## config.mk

```make
export PLATFORM = sky130hd
export DESIGN_NAME = regfile_loader_flat
export DESIGN_NICKNAME = d
export VERILOG_FILES = /design/src/rtl/regfile_loader_pkg.sv /design/src/rtl/regfile_loader_if.sv /design/src/rtl/regfile_write_mux.sv /design/src/rtl/regfile_loader.sv /design/src/flat_wrapper.sv
export SDC_FILE = /design/constraint.sdc
export NUM_CORES = 1
export LEC_CHECK = 0
export CORE_ASPECT_RATIO = 1.4
export CORE_MARGIN = 2
export CORE_UTILIZATION = 40
export DETAILED_ROUTE_END_ITERATION = 8
export PLACE_DENSITY_LB_ADDON = 0.12
export SLEW_MARGIN = 20
export SYNTH_ARGS = -nofsm -noshare
export SYNTH_HDL_FRONTEND = slang
export SYNTH_SLANG_ARGS = --single-unit
```

## constraint.sdc

```tcl
create_clock -name clock -period 2.2 [get_ports clock]
set_input_delay 0.33 -clock clock [delete_from_list [all_inputs] [get_ports clock]]
set_output_delay 0.33 -clock clock [all_outputs]
set_load 0.03 [all_outputs]
```

## src/rtl/regfile_loader_pkg.sv

```systemverilog
// Shared types and widths for the register-file loader.
// Imported by the loader, its write mux and the byte interface.
package regfile_loader_pkg;

  localparam int REG_ADDR_W     = 5;
  localparam int WORD_W         = 32;
  localparam int BYTES_PER_WORD = 4;
  localparam int BYTE_CNT_W     = $clog2(BYTES_PER_WORD);

  typedef enum logic [1:0] {
    IDLE  = 2'd0,
    RECV  = 2'd1,
    WRITE = 2'd2
  } state_t;

endpackage

```

## src/rtl/regfile_loader_if.sv

```systemverilog
// Byte-stream valid/ready handshake feeding the loader.
// master is the byte source, slave is the loader.
interface regfile_loader_if;

  logic       in_valid;
  logic [7:0] in_data;
  logic       in_ready;

  modport master (
    output in_valid,
    output in_data,
    input  in_ready
  );

  modport slave (
    input  in_valid,
    input  in_data,
    output in_ready
  );

endinterface

```

## src/rtl/regfile_write_mux.sv

```systemverilog
// Selects who owns the regfile write port:
// the processor when idle, the loader while busy.
module regfile_write_mux
  import regfile_loader_pkg::*;
(
  input  logic                  sel,
  input  logic                  cpu_we,
  input  logic [REG_ADDR_W-1:0] cpu_reg,
  input  logic [WORD_W-1:0]     cpu_data,
  input  logic                  ld_we,
  input  logic [REG_ADDR_W-1:0] ld_reg,
  input  logic [WORD_W-1:0]     ld_data,
  output logic                  we,
  output logic [REG_ADDR_W-1:0] wreg,
  output logic [WORD_W-1:0]     wdata
);

  always_comb begin
    we    = cpu_we;
    wreg  = cpu_reg;
    wdata = cpu_data;
    if (sel) begin
      we    = ld_we;
      wreg  = ld_reg;
      wdata = ld_data;
    end
  end

endmodule

```

## src/rtl/regfile_loader.sv

```systemverilog
// Loads registers FIRST_REG..LAST_REG from a byte stream,
// holding the processor in reset and owning the write port.
module regfile_loader
  import regfile_loader_pkg::*;
#(
  parameter int FIRST_REG = 1,
  parameter int LAST_REG  = 31
) (
  input  logic                  clock,
  input  logic                  reset,
  input  logic                  start,
  regfile_loader_if.slave       byte_in,
  input  logic                  cpu_writeEnable,
  input  logic [REG_ADDR_W-1:0] cpu_writeReg,
  input  logic [WORD_W-1:0]     cpu_dataWrite,
  output logic                  ctrl_writeEnable,
  output logic [REG_ADDR_W-1:0] ctrl_writeReg,
  output logic [WORD_W-1:0]     data_writeReg,
  output logic                  cpu_reset,
  output logic                  busy,
  output logic                  done
);

  localparam logic [REG_ADDR_W-1:0] FIRST =
    REG_ADDR_W'(FIRST_REG);
  localparam logic [REG_ADDR_W-1:0] LAST =
    REG_ADDR_W'(LAST_REG);
  localparam logic [REG_ADDR_W-1:0] ONE_R = 1;
  localparam logic [BYTE_CNT_W-1:0] ONE_B = 1;
  localparam logic [BYTE_CNT_W-1:0] LAST_BYTE =
    BYTE_CNT_W'(BYTES_PER_WORD - 1);

  state_t                  state;
  state_t                  state_nx;
  logic [REG_ADDR_W-1:0]   reg_idx;
  logic [BYTE_CNT_W-1:0]   byte_cnt;
  logic [WORD_W-1:0]       word;
  logic                    take;
  logic                    last_reg;

  assign byte_in.in_ready = (state == RECV);
  assign busy             = (state != IDLE);
  assign take     = byte_in.in_valid && byte_in.in_ready;
  assign last_reg = (reg_idx == LAST);

  always_ff @(posedge clock) begin
    if (reset) state <= IDLE;
    else       state <= state_nx;
  end

  always_comb begin
    state_nx = state;
    unique case (state)
      IDLE:    if (start) state_nx = RECV;
      RECV:    if (take && byte_cnt == LAST_BYTE)
                 state_nx = WRITE;
      WRITE:   state_nx = last_reg ? IDLE : RECV;
      default: state_nx = IDLE;
    endcase
  end

  always_ff @(posedge clock) begin
    if (reset) begin
      reg_idx   <= FIRST;
      byte_cnt  <= '0;
      word      <= '0;
      done      <= 1'b0;
      cpu_reset <= 1'b1;
    end else begin
      done      <= (state == WRITE) && last_reg;
      cpu_reset <= busy;
      unique case (state)
        IDLE: if (start) begin
          reg_idx  <= FIRST;
          byte_cnt <= '0;
          word     <= '0;
        end
        RECV: if (take) begin
          word[{byte_cnt, 3'b000} +: 8] <= byte_in.in_data;
          byte_cnt <= byte_cnt + ONE_B;
        end
        WRITE: if (!last_reg) reg_idx <= reg_idx + ONE_R;
        default: ;
      endcase
    end
  end

  regfile_write_mux u_mux (
    .sel      (busy),
    .cpu_we   (cpu_writeEnable),
    .cpu_reg  (cpu_writeReg),
    .cpu_data (cpu_dataWrite),
    .ld_we    (state == WRITE),
    .ld_reg   (reg_idx),
    .ld_data  (word),
    .we       (ctrl_writeEnable),
    .wreg     (ctrl_writeReg),
    .wdata    (data_writeReg)
  );

endmodule

```

## src/flat_wrapper.sv

```systemverilog
// flat-port wrapper written by rule: the top's interface ports become plain ports
module regfile_loader_flat import regfile_loader_pkg::*;
#(
  parameter int FIRST_REG = 1,
  parameter int LAST_REG  = 31
)
  (clock, reset, start, cpu_writeEnable, cpu_writeReg, cpu_dataWrite, ctrl_writeEnable, ctrl_writeReg, data_writeReg, cpu_reset, busy, done, byte_in_in_valid, byte_in_in_data, byte_in_in_ready);
  regfile_loader_if byte_in_i ();
  input  logic clock;
  input  logic reset;
  input  logic start;
  input  logic cpu_writeEnable;
  input  logic [REG_ADDR_W-1:0] cpu_writeReg;
  input  logic [WORD_W-1:0] cpu_dataWrite;
  output logic ctrl_writeEnable;
  output logic [REG_ADDR_W-1:0] ctrl_writeReg;
  output logic [WORD_W-1:0] data_writeReg;
  output logic cpu_reset;
  output logic busy;
  output logic done;
  input wire logic [$bits(byte_in_i.in_valid)-1:0] byte_in_in_valid;
  input wire logic [$bits(byte_in_i.in_data)-1:0] byte_in_in_data;
  output wire logic [$bits(byte_in_i.in_ready)-1:0] byte_in_in_ready;
  assign byte_in_i.in_valid = byte_in_in_valid;
  assign byte_in_i.in_data = byte_in_in_data;
  assign byte_in_in_ready = byte_in_i.in_ready;
  regfile_loader #(.FIRST_REG(FIRST_REG), .LAST_REG(LAST_REG)) u_core (.clock(clock), .reset(reset), .start(start), .byte_in(byte_in_i), .cpu_writeEnable(cpu_writeEnable), .cpu_writeReg(cpu_writeReg), .cpu_dataWrite(cpu_dataWrite), .ctrl_writeEnable(ctrl_writeEnable), .ctrl_writeReg(ctrl_writeReg), .data_writeReg(data_writeReg), .cpu_reset(cpu_reset), .busy(busy), .done(done));
endmodule
```

==> Word level (Yosys, flattened, before mapping) <==
Cells that the tools add are included.
{ "classes": {"add_sub_neg": 3, "eq_ne": 8, "n_shift": 2, "n_mux": 17, "n_reduce_logical": 10} }
{ "op_table": {"columns": ["operator", "count"], "rows": [
  ["$mux 32", 3],
  ["$pmux 32 s2", 1],
  ["$bwmux 32", 1],
  ["$shift 8x7->32 const A", 1],
  ["$shiftx 8x7->32", 1],
  ["$mux 5", 3],
  ["$pmux 5 s2", 1],
  ["$mux 2", 4],
  ["$ne 2x2->1 const B", 4],
  ["$neg 5->7", 1],
  ["$pmux 2 s3", 1],
  ["$reduce_and 3->1", 2],
  ["$reduce_bool 2->1", 3],
  ["$add 5x1->5 const B", 1],
  ["$eq 5x5->1 const B", 1],
  ["$eq 2x2->1 const B", 2],
  ["$pmux 2 s2", 1],
  ["$logic_and 1x1->1", 3],
  ["$add 2x1->2 const B", 1],
  ["$eq 2x1->1 const B", 1],
  ["$logic_not 2->1", 1],
  ["$mux 1", 2],
  ["$reduce_and 2->1", 1]
]} }
{ "word_totals": {"ff_bits": 43, "input_bits": 50, "out_inout_bits": 42} }

==> Logic depth before layout (Yosys ltp) <==
Gate-level depths: netlist of the first run.
{ "depth": {"ltp_word": 5, "mapped_depth": 7, "ltp_nobuf": 7} }

==> By module <==
Synthesis of the first run repeated with hierarchy kept, for this count alone.
{ "hier_totals": {"cells_unflattened": 247, "area_unflattened_um2": 2528.7} }
{ "by_module_without_submodules": {"columns": ["mod", "n_inst", "cells_per_inst", "area_per_inst_um2"], "rows": [
  ["regfile_loader", 1, 205, 1986.9],
  ["regfile_write_mux", 1, 42, 541.8]
]} }

==> Worst setup path before layout of the first run <==
Ideal clock, no wire load.
{ "synth_path": {"path_kind": "reg2out", "startpoint": "reg u_core.state[0]", "endpoint": "out data_writeReg[22]", "arrival_ns": 1.363, "t_required_ns": 1.870, "setup_slack_ns": 0.507, "stages_incl_launch_ff": 5, "cell_sequence": "dfxtp_1 > nor2_1 > buf_2 > buf_2 > mux2_2"} }
{ "synth_via": {"elab_chain_len": 2} }
{ "synth_rtl": {"columns": ["element", "line_no", "source"], "rows": [
  ["start, declared", "regfile_loader.sv:33", "state_t state;"],
  ["start signal, assigned", "regfile_loader.sv:48", "else state <= state_nx;"],
  ["$reduce_bool 2->1", "regfile_loader.sv:42", "assign busy = (state != IDLE);"],
  ["$mux 32", "regfile_write_mux.sv:22", "if (sel) begin"],
  ["end, declared", "flat_wrapper.sv:17", "output logic [WORD_W-1:0] data_writeReg;"]
]} }
No other way between the ends.

==> Worst setup path in the final report of the first run <==
{ "layout_path": {"startpoint": "reg u_core.state[1]", "endpoint": "out byte_in_in_ready"} }
{ "layout_via": {"elab_chain_len": 1} }
{ "layout_rtl": {"columns": ["element", "line_no", "source"], "rows": [
  ["$eq 2x1->1", "regfile_loader.sv:41", "assign byte_in.in_ready = (state == RECV);"],
  ["end, declared", "flat_wrapper.sv:23", "output wire logic [$bits(byte_in_i.in_ready)-1:0] byte_in_in_ready;"]
]} }
No other way between the ends.

==> results of run 1 <==
-- what timing repair did --
action / 4_1_cts / 5_1_grt
gates resized for setup: 37 / 0
endpoints found under the hold margin: 0 / 0
setup endpoints to repair: 37 / 0
hold buffers: 0 / 0
-- routing by layer --
layer | vias up | wire (um) | global-route usage (%)
met5 | - | 0 | 0
met4 | 0 | 54 | 5.61
met3 | 4 | 265 | 3.14
met2 | 59 | 3290 | 34.0
met1 | 1025 | 2770 | 23.2
li1 | 1096 | - | -
-- cell usage in the layout, fill, tap and decap left out, types with 2 or more instances in the layout --
master                             n
sky130_fd_sc_hd__ha_1              7
sky130_fd_sc_hd__o21ai_0           2
sky130_fd_sc_hd__mux2_2           37
sky130_fd_sc_hd__dlygate4sd2_1    37
sky130_fd_sc_hd__a21o_1            4
sky130_fd_sc_hd__a211oi_1          2
sky130_fd_sc_hd__a21oi_1          13
sky130_fd_sc_hd__dfxtp_1          43
sky130_fd_sc_hd__nand3b_1         25
sky130_fd_sc_hd__buf_4             7
sky130_fd_sc_hd__clkdlybuf4s50_1  54
sky130_fd_sc_hd__o41ai_1          20
sky130_fd_sc_hd__nor2_1            8
sky130_fd_sc_hd__o41ai_2           4
sky130_fd_sc_hd__nand2_1          14
sky130_fd_sc_hd__xnor2_1           3
sky130_fd_sc_hd__buf_12            2
sky130_fd_sc_hd__clkbuf_8          5
sky130_fd_sc_hd__inv_1             5
sky130_fd_sc_hd__nand3_1          13
sky130_fd_sc_hd__nand2b_1         13
-- registers in the layout, summed over array words and instances (netlist names) --
register          count
u_core.cpu_reset      1
u_core.reg_idx        5
u_core.state          2
u_core.word          32
u_core.byte_cnt       2
u_core.done           1
-- logic make-up after synthesis --
group                    Yosys count
adder cells (fa/ha/maj)            7
AO/OA/AOI/OAI                     49
buffers and inverters             21
multiplexers                      37
XOR/XNOR                           3
AND/OR/NAND/NOR                   86
flip-flops                        43
-- worst max-delay path: stages, from the launching register on --
cell and delay (ns):
sky130_fd_sc_hd__dfxtp_1 0.34, sky130_fd_sc_hd__buf_4 0.18, sky130_fd_sc_hd__nand2b_2 0.19, sky130_fd_sc_hd__inv_1 0.07, sky130_fd_sc_hd__clkdlybuf4s50_1 0.67
-- where the power goes --
| part | leakage [nW] | switching (mW) | internal, mW |
|---|---|---|---|
| registers | 0.347 | 0.00891 | 0.788 |
| logic | 0.971 | 0.290 | 0.248 |
| clock network | 0.0361 | 0.257 | 0.211 |
| total | 1.35 | 0.556 | 1.25 |
-- metrics by stage --
step | std cells | total power [mW] | util (%) | cell area [um2] | hold WS [ns]
2_1_floorplan | 246 | 1.15 | - | 2420 | 0.429
6_report | 406 | 1.80 | 58.9 | 3460 | 0.453
4_1_cts | 406 | 1.82 | 58.9 | 3460 | 0.460
3_3_place_gp | 400 | 1.39 | 58.4 | 3430 | 0.444
5_1_grt | 406 | 1.89 | 58.9 | 3460 | 0.480
3_5_place_dp | 400 | 1.40 | 58.4 | 3430 | 0.449
-- worst min path at each step --
stage	slack (ns)	endpoint	start
floorplan	0.43	u_core.word[24]	u_core.word[24]
global placement	0.44	u_core.word[27]	u_core.word[27]
CTS	0.46	u_core.word[30]	u_core.word[30]
global route	0.48	u_core.word[26]	u_core.word[26]
finish	0.45	u_core.word[30]	u_core.word[30]
detailed placement	0.45	u_core.word[30]	u_core.word[30]
-- cell type report --
| type | count | area, um2 |
|---|---|---|
| inverter | 5 | 18.8 |
| clock inverter | 1 | 7.51 |
| timing repair buffer | 100 | 957 |
| multi-input combinational | 182 | 1460 |
| clock buffer | 5 | 68.8 |
| fill | 555 | 2410 |
| sequential | 43 | 861 |
| tap | 70 | 87.6 |
==> metrics.txt, run 1 <==
status completed; effective utilization at floorplan 41.3%; fraction of registers with async set or reset after synthesis 0%; number of levels in the clock H-tree 2; remaining design rule violation count 0; sequential area share after synthesis 35.5%; Cell Area, Synth 2420 um2; area overhead of the layout relative to synthesis 42.6%; area fraction of the dominant cell type after synthesis 35.5%; element type at the critical path start register; clock buffers created by TritonCTS 5; dominant combinational cell family by area after synthesis simple AND/OR/NAND/NOR gates; number of top-level pins 92; basic-gate share of the synthesized area counting and, or, nand and nor cells 21.7%; DP HPWL 4720 um; power per cell area 522 nW/um2; clk sink count 43; ys flop type sky130_fd_sc_hd__dfxtp_1; die boundary height 96.1 um; setup repair bufs after CTS 0; Final nets 394; Post-Synthesis Net Count 303; capturing instance or port of the critical path byte_in_in_ready; fraction of layout cells with a size suffix above 1 18.8%; type of the most critical hold path reg2reg; die area 6710 um2; largest net degree at the start of global routing 21; flip-flop and latch count after synthesis 43; count of pins over their slew limit 0; number of synthesis warnings 0; cells taking the most area after synthesis sky130_fd_sc_hd__dfxtp_1, sky130_fd_sc_hd__mux2_2, sky130_fd_sc_hd__nand3b_1; leading area contributor after synthesis sky130_fd_sc_hd__dfxtp_1; core region area 5860 um2; clock insertion delay at the later pin of the skew report 0.29 ns; Relative slew margins 62.5%; Final Worst Setup Slack 0.129 ns; largest buffer count on any clock path 2; minimum period implied by the final worst setup slack 2.07 ns; antenna violations before repair 0; ratio of final minimum period to clock period 94.2%; Layout Skew 0.00702 ns; CTS tree done; number of stages on the worst hold path 2; Setup Total Neg Slack 0 ns; endpoint type of the worst setup path output port; multiplexer share of the synthesized area 17.2%; wire length of the first global-routing pass 10100 um; average routed wire per standard cell 15.7 um; area fraction in compound gates after synthesis 16.1%; xor-xnor portion of the synthesized cell area 1.08%; number of hold-slack violations in the final timing report 0; CP startpoint u_core.state[1]; pin slew with the least headroom to its limit 0.559 ns; die extent in x 69.8 um; clock-pin slew on the worst setup and hold paths 0.08 ns; antenna violation net count after detailed routing 0; FF-to-FF End u_core.word[26]; All-Layer GR Usage 18.9%; worst reg-to-reg setup slack 0.18 ns; largest fanout of any net on the critical path 14; data arrival time at the worst-slack endpoint 1.74 ns; placer's final routability congestion estimate 0.778; reg-to-reg startpoint u_core.byte_cnt[0]; most common library cells after synthesis sky130_fd_sc_hd__dfxtp_1, sky130_fd_sc_hd__mux2_2, sky130_fd_sc_hd__nand3b_1; library cell used as clock root buffer sky130_fd_sc_hd__clkbuf_8; top-count cell post-synth sky130_fd_sc_hd__dfxtp_1; path type of the worst setup path reg2out; aggregate global routing overflow 0; number of rows created at floorplan 33; adder and majority cell fraction of the synthesized area 3.61%; wire length reported by the detailed router 6380 um; worst-case setup slack after placement 0.182 ns; Syn Inst Count 246; RSZ-0062 raised after global routing false; depth of the worst register-to-register path 5; max_cap viols 0; worst endpoint required time 1.87 ns; total via count in the routed design 2184; port buffer count 91; leakage power summed over all cells 1.35 nW; via count of the first global-routing pass 2103; number of detailed-route iterations in the first pass 4; maximum clock frequency 483 MHz; final setup violation count 0; violation count after the first detailed-route iteration 107; count of flip-flops with a built-in enable after synthesis 0; count of antenna diodes in the layout 0; average cell area after synthesis 9.85 um2; worst IR drop on VDD 0.242 mV; post-DR vias/cell 5.38; count of cell types in the netlist 35
No activity file was read; power rests on OpenSTA's default activity.
==> inputs of run 2 (changes only) <==
--- a/config.mk
+++ b/config.mk
@@ -5,6 +5,8 @@
 export SDC_FILE = /design/constraint.sdc
 export NUM_CORES = 1
 export LEC_CHECK = 0
+export ABC_CLOCK_PERIOD_IN_PS = 2200
+export CAP_MARGIN = 0
 export CORE_ASPECT_RATIO = 1.4
 export CORE_MARGIN = 2
 export CORE_UTILIZATION = 40
==> results of run 2 <==
The final DEF is identical to that of run 1; final timing and power are the same.
==> inputs of run 3 (changes only) <==
--- a/config.mk
+++ b/config.mk
@@ -7,12 +7,15 @@
 export LEC_CHECK = 0
 export ABC_CLOCK_PERIOD_IN_PS = 2200
 export CAP_MARGIN = 0
+export CELL_PAD_IN_SITES_DETAIL_PLACEMENT = 0
+export CELL_PAD_IN_SITES_GLOBAL_PLACEMENT = 1
 export CORE_ASPECT_RATIO = 1.4
 export CORE_MARGIN = 2
-export CORE_UTILIZATION = 40
+export CORE_UTILIZATION = 33
 export DETAILED_ROUTE_END_ITERATION = 8
 export PLACE_DENSITY_LB_ADDON = 0.12
 export SLEW_MARGIN = 20
 export SYNTH_ARGS = -nofsm -noshare
 export SYNTH_HDL_FRONTEND = slang
 export SYNTH_SLANG_ARGS = --single-unit
+export TNS_END_PERCENT = 20
==> run 3 against run 2 <==
Global-route usage shrank 2.5 points. First-iteration DRC count fell by 4.7%. Total power increased by 5.3%. Largest power group unchanged. Clock power rose by 20%. Routed wire length up 4.7%. Worst hold slack about the same. Non-clock buffer count down 2. Sequential share of layout area shrank 0.39 points. Worst setup slack worse by 0.022 ns. Clock-buffer cell count is 3 higher. Clock skew shrank 0.0044 ns. Via count grew 0.18%.
==> metrics.txt, run 3 (synthesis gave the netlist of run 1 again) <==
status completed (unchanged); die extent in x 76.4 um (was 69.8 um); worst min-delay path endpoint u_core.word[28] (was u_core.word[30]); number of hold-slack violations in the final timing report 0 (unchanged); clock-pin slew on the worst setup and hold paths 0.08 ns (about the same); RSZ-0062 raised after global routing false (unchanged); top library cells by usage in the layout, fill and taps aside sky130_fd_sc_hd__clkdlybuf4s50_1, sky130_fd_sc_hd__dfxtp_1, sky130_fd_sc_hd__mux2_2, sky130_fd_sc_hd__dlygate4sd2_1, sky130_fd_sc_hd__nand3b_1 (unchanged); count of pins over their slew limit 0 (unchanged); ratio of final minimum period to clock period 95.1% (was 94.2%); via count of the first global-routing pass 2100 (was 2103); path type of the worst setup path reg2out (unchanged); Setup Total Neg Slack 0 ns (unchanged); worst IR drop on VDD 0.280 mV (was 0.242 mV); max_cap viols 0 (unchanged); DP HPWL 4830 um (was 4720 um); die area 8060 um2 (was 6710 um2); WL met1 2940 um (was 2770 um); Biggest register u_core.word (unchanged); total cell area at the placement stage 3460 um2 (was 3430 um2); leakage power summed over all cells 1.36 nW (was 1.35 nW); total power after layout 1.90 mW (was 1.80 mW); Layout Skew 0.00260 ns (was 0.00702 ns); number of top-level pins 92 (unchanged); violation count after the first detailed-route iteration 102 (was 107); CTS tree done (unchanged); count of antenna diodes in the layout 0 (unchanged); final non-filler cell area 3510 um2 (was 3460 um2); area overhead of the layout relative to synthesis 44.9% (was 42.6%); element type at the critical path start register (unchanged); post-DR vias/cell 5.05 (was 5.38); minimum period implied by the final worst setup slack 2.09 ns (was 2.07 ns); met2 routed WL 3310 um (was 3290 um); number of flip-flops in the largest register 32 (unchanged); FF-to-FF End u_core.word[31] (was u_core.word[26]); final setup violation count 0 (unchanged); Final nets 392 (was 394); launch point of the worst hold path u_core.word[28] (was u_core.word[30]); number of levels in the clock H-tree 2 (unchanged); data arrival time at the worst-slack endpoint 1.76 ns (was 1.74 ns); clock insertion delay at the later pin of the skew report 0.29 ns (about the same); worst endpoint required time 1.87 ns (about the same); die boundary height 105 um (was 96.1 um); final hold slack 0.453 ns (about the same); final std cells w/o fill 433 (was 406); endpoint type of the worst setup path output port (unchanged); clk sink count 43 (unchanged); number of detailed-route iterations in the first pass 4 (unchanged); effective utilization at floorplan 33.6% (was 41.3%); placer's final routability congestion estimate 0.715 (was 0.778); type of the most critical hold path reg2reg (unchanged); clock buffers created by TritonCTS 5 (unchanged); Final Worst Setup Slack 0.107 ns (was 0.129 ns); antenna violation net count after detailed routing 0 (unchanged); largest net degree at the start of global routing 50 (was 21); wire length of the first global-routing pass 10500 um (was 10100 um); Relative slew margins 64.0% (was 62.5%); number of rows created at floorplan 37 (was 33); top layer used by detailed routing met4 (unchanged); antenna violations before repair 0 (unchanged); largest fanout of any net on the critical path 14 (unchanged); count of hold-fix buffers inserted at cts 0 (unchanged); setup repair bufs after CTS 0 (unchanged); fraction of layout cells with a size suffix above 1 18.5% (was 18.8%); utilization after layout 48.6% (was 58.9%); library cell used as clock root buffer sky130_fd_sc_hd__clkbuf_8 (unchanged); reg-to-reg startpoint u_core.byte_cnt[0] (unchanged); leading registers by flop count u_core.word (32), u_core.reg_idx (5) (unchanged); number of stages on the worst hold path 2 (unchanged); remaining design rule violation count 0 (unchanged); wire length reported by the detailed router 6680 um (was 6380 um); total via count in the routed design 2188 (was 2184); aggregate global routing overflow 0 (unchanged); instance count after placement with tap cells included 425 (was 400); port buffer count 91 (unchanged); worst reg-to-reg setup slack 0.23 ns (was 0.18 ns); All-Layer GR Usage 16.4% (was 18.9%); pin slew with the least headroom to its limit 0.541 ns (was 0.559 ns); worst-case setup slack after placement 0.189 ns (was 0.182 ns); core region area 7220 um2 (was 5860 um2); maximum clock frequency 478 MHz (was 483 MHz); power per cell area 541 nW/um2 (was 522 nW/um2); routed length on met3 290 um (was 265 um); most common cell after layout, fill and taps aside sky130_fd_sc_hd__clkdlybuf4s50_1 (unchanged); largest buffer count on any clock path 2 (unchanged); average routed wire per standard cell 15.4 um (was 15.7 um); depth of the worst register-to-register path 5 (unchanged)
## run 3: cell types whose count changed in the layout (fill, tap and decap cells not counted)
cell | before | now
sky130_fd_sc_hd__clkbuf_1 | 0 | 1
sky130_fd_sc_hd__buf_12 | 2 | 3
sky130_fd_sc_hd__buf_4 | 7 | 4
sky130_fd_sc_hd__clkinvlp_4 | 1 | 0
sky130_fd_sc_hd__clkbuf_8 | 5 | 7
## run 3: how the worst max path moves through the flow
stage / start / end / slack, ns / cells after the start
6_report: u_core.state[1] / byte_in_in_ready / 0.11 / 4
2_1_floorplan: u_core.state[0] / data_writeReg[22] / 0.51 / 4
3_5_place_dp: byte_in_in_valid / u_core.word[20] / 0.19 / 4
5_1_grt: u_core.byte_cnt[0] / u_core.word[24] / 0.01 / 5
3_3_place_gp: u_core.byte_cnt[0] / u_core.word[24] / 0.20 / 5
4_1_cts: u_core.state[1] / byte_in_in_ready / 0.10 / 4
## run 3: area by class of cell
type | count | area (um2)
fillers | 741 | 3710
multi-input cells | 182 | 1460
repair buffers | 98 | 955
flip-flops and latches | 43 | 861
well taps | 97 | 121
clock buffers | 8 | 100
inverters | 5 | 18.8
## run 3: worst max-delay path, cell delays in order, from the launching register on
cell and delay (ns):
sky130_fd_sc_hd__dfxtp_1 0.34, sky130_fd_sc_hd__buf_4 0.19, sky130_fd_sc_hd__nand2b_2 0.19, sky130_fd_sc_hd__inv_1 0.08, sky130_fd_sc_hd__clkdlybuf4s50_1 0.67
## run 3: metal layers
metal  track usage (%)  vias up
met1              20.1     1031
met2              28.0       56
met5                 0        -
met4              6.49        0
li1                  -     1093
met3              3.51        8
## run 3: timing repair
action,in CTS,in global routing
endpoints found under the setup margin,37,0
gates resized for setup,37,0
hold endpoints to repair,0,0
## run 3: report_power, final
part / total [mW] / switching, mW / internal (mW)
logic: 0.539 / 0.291 / 0.248
registers: 0.797 / 0.00888 / 0.788
clock network: 0.562 / 0.275 / 0.287
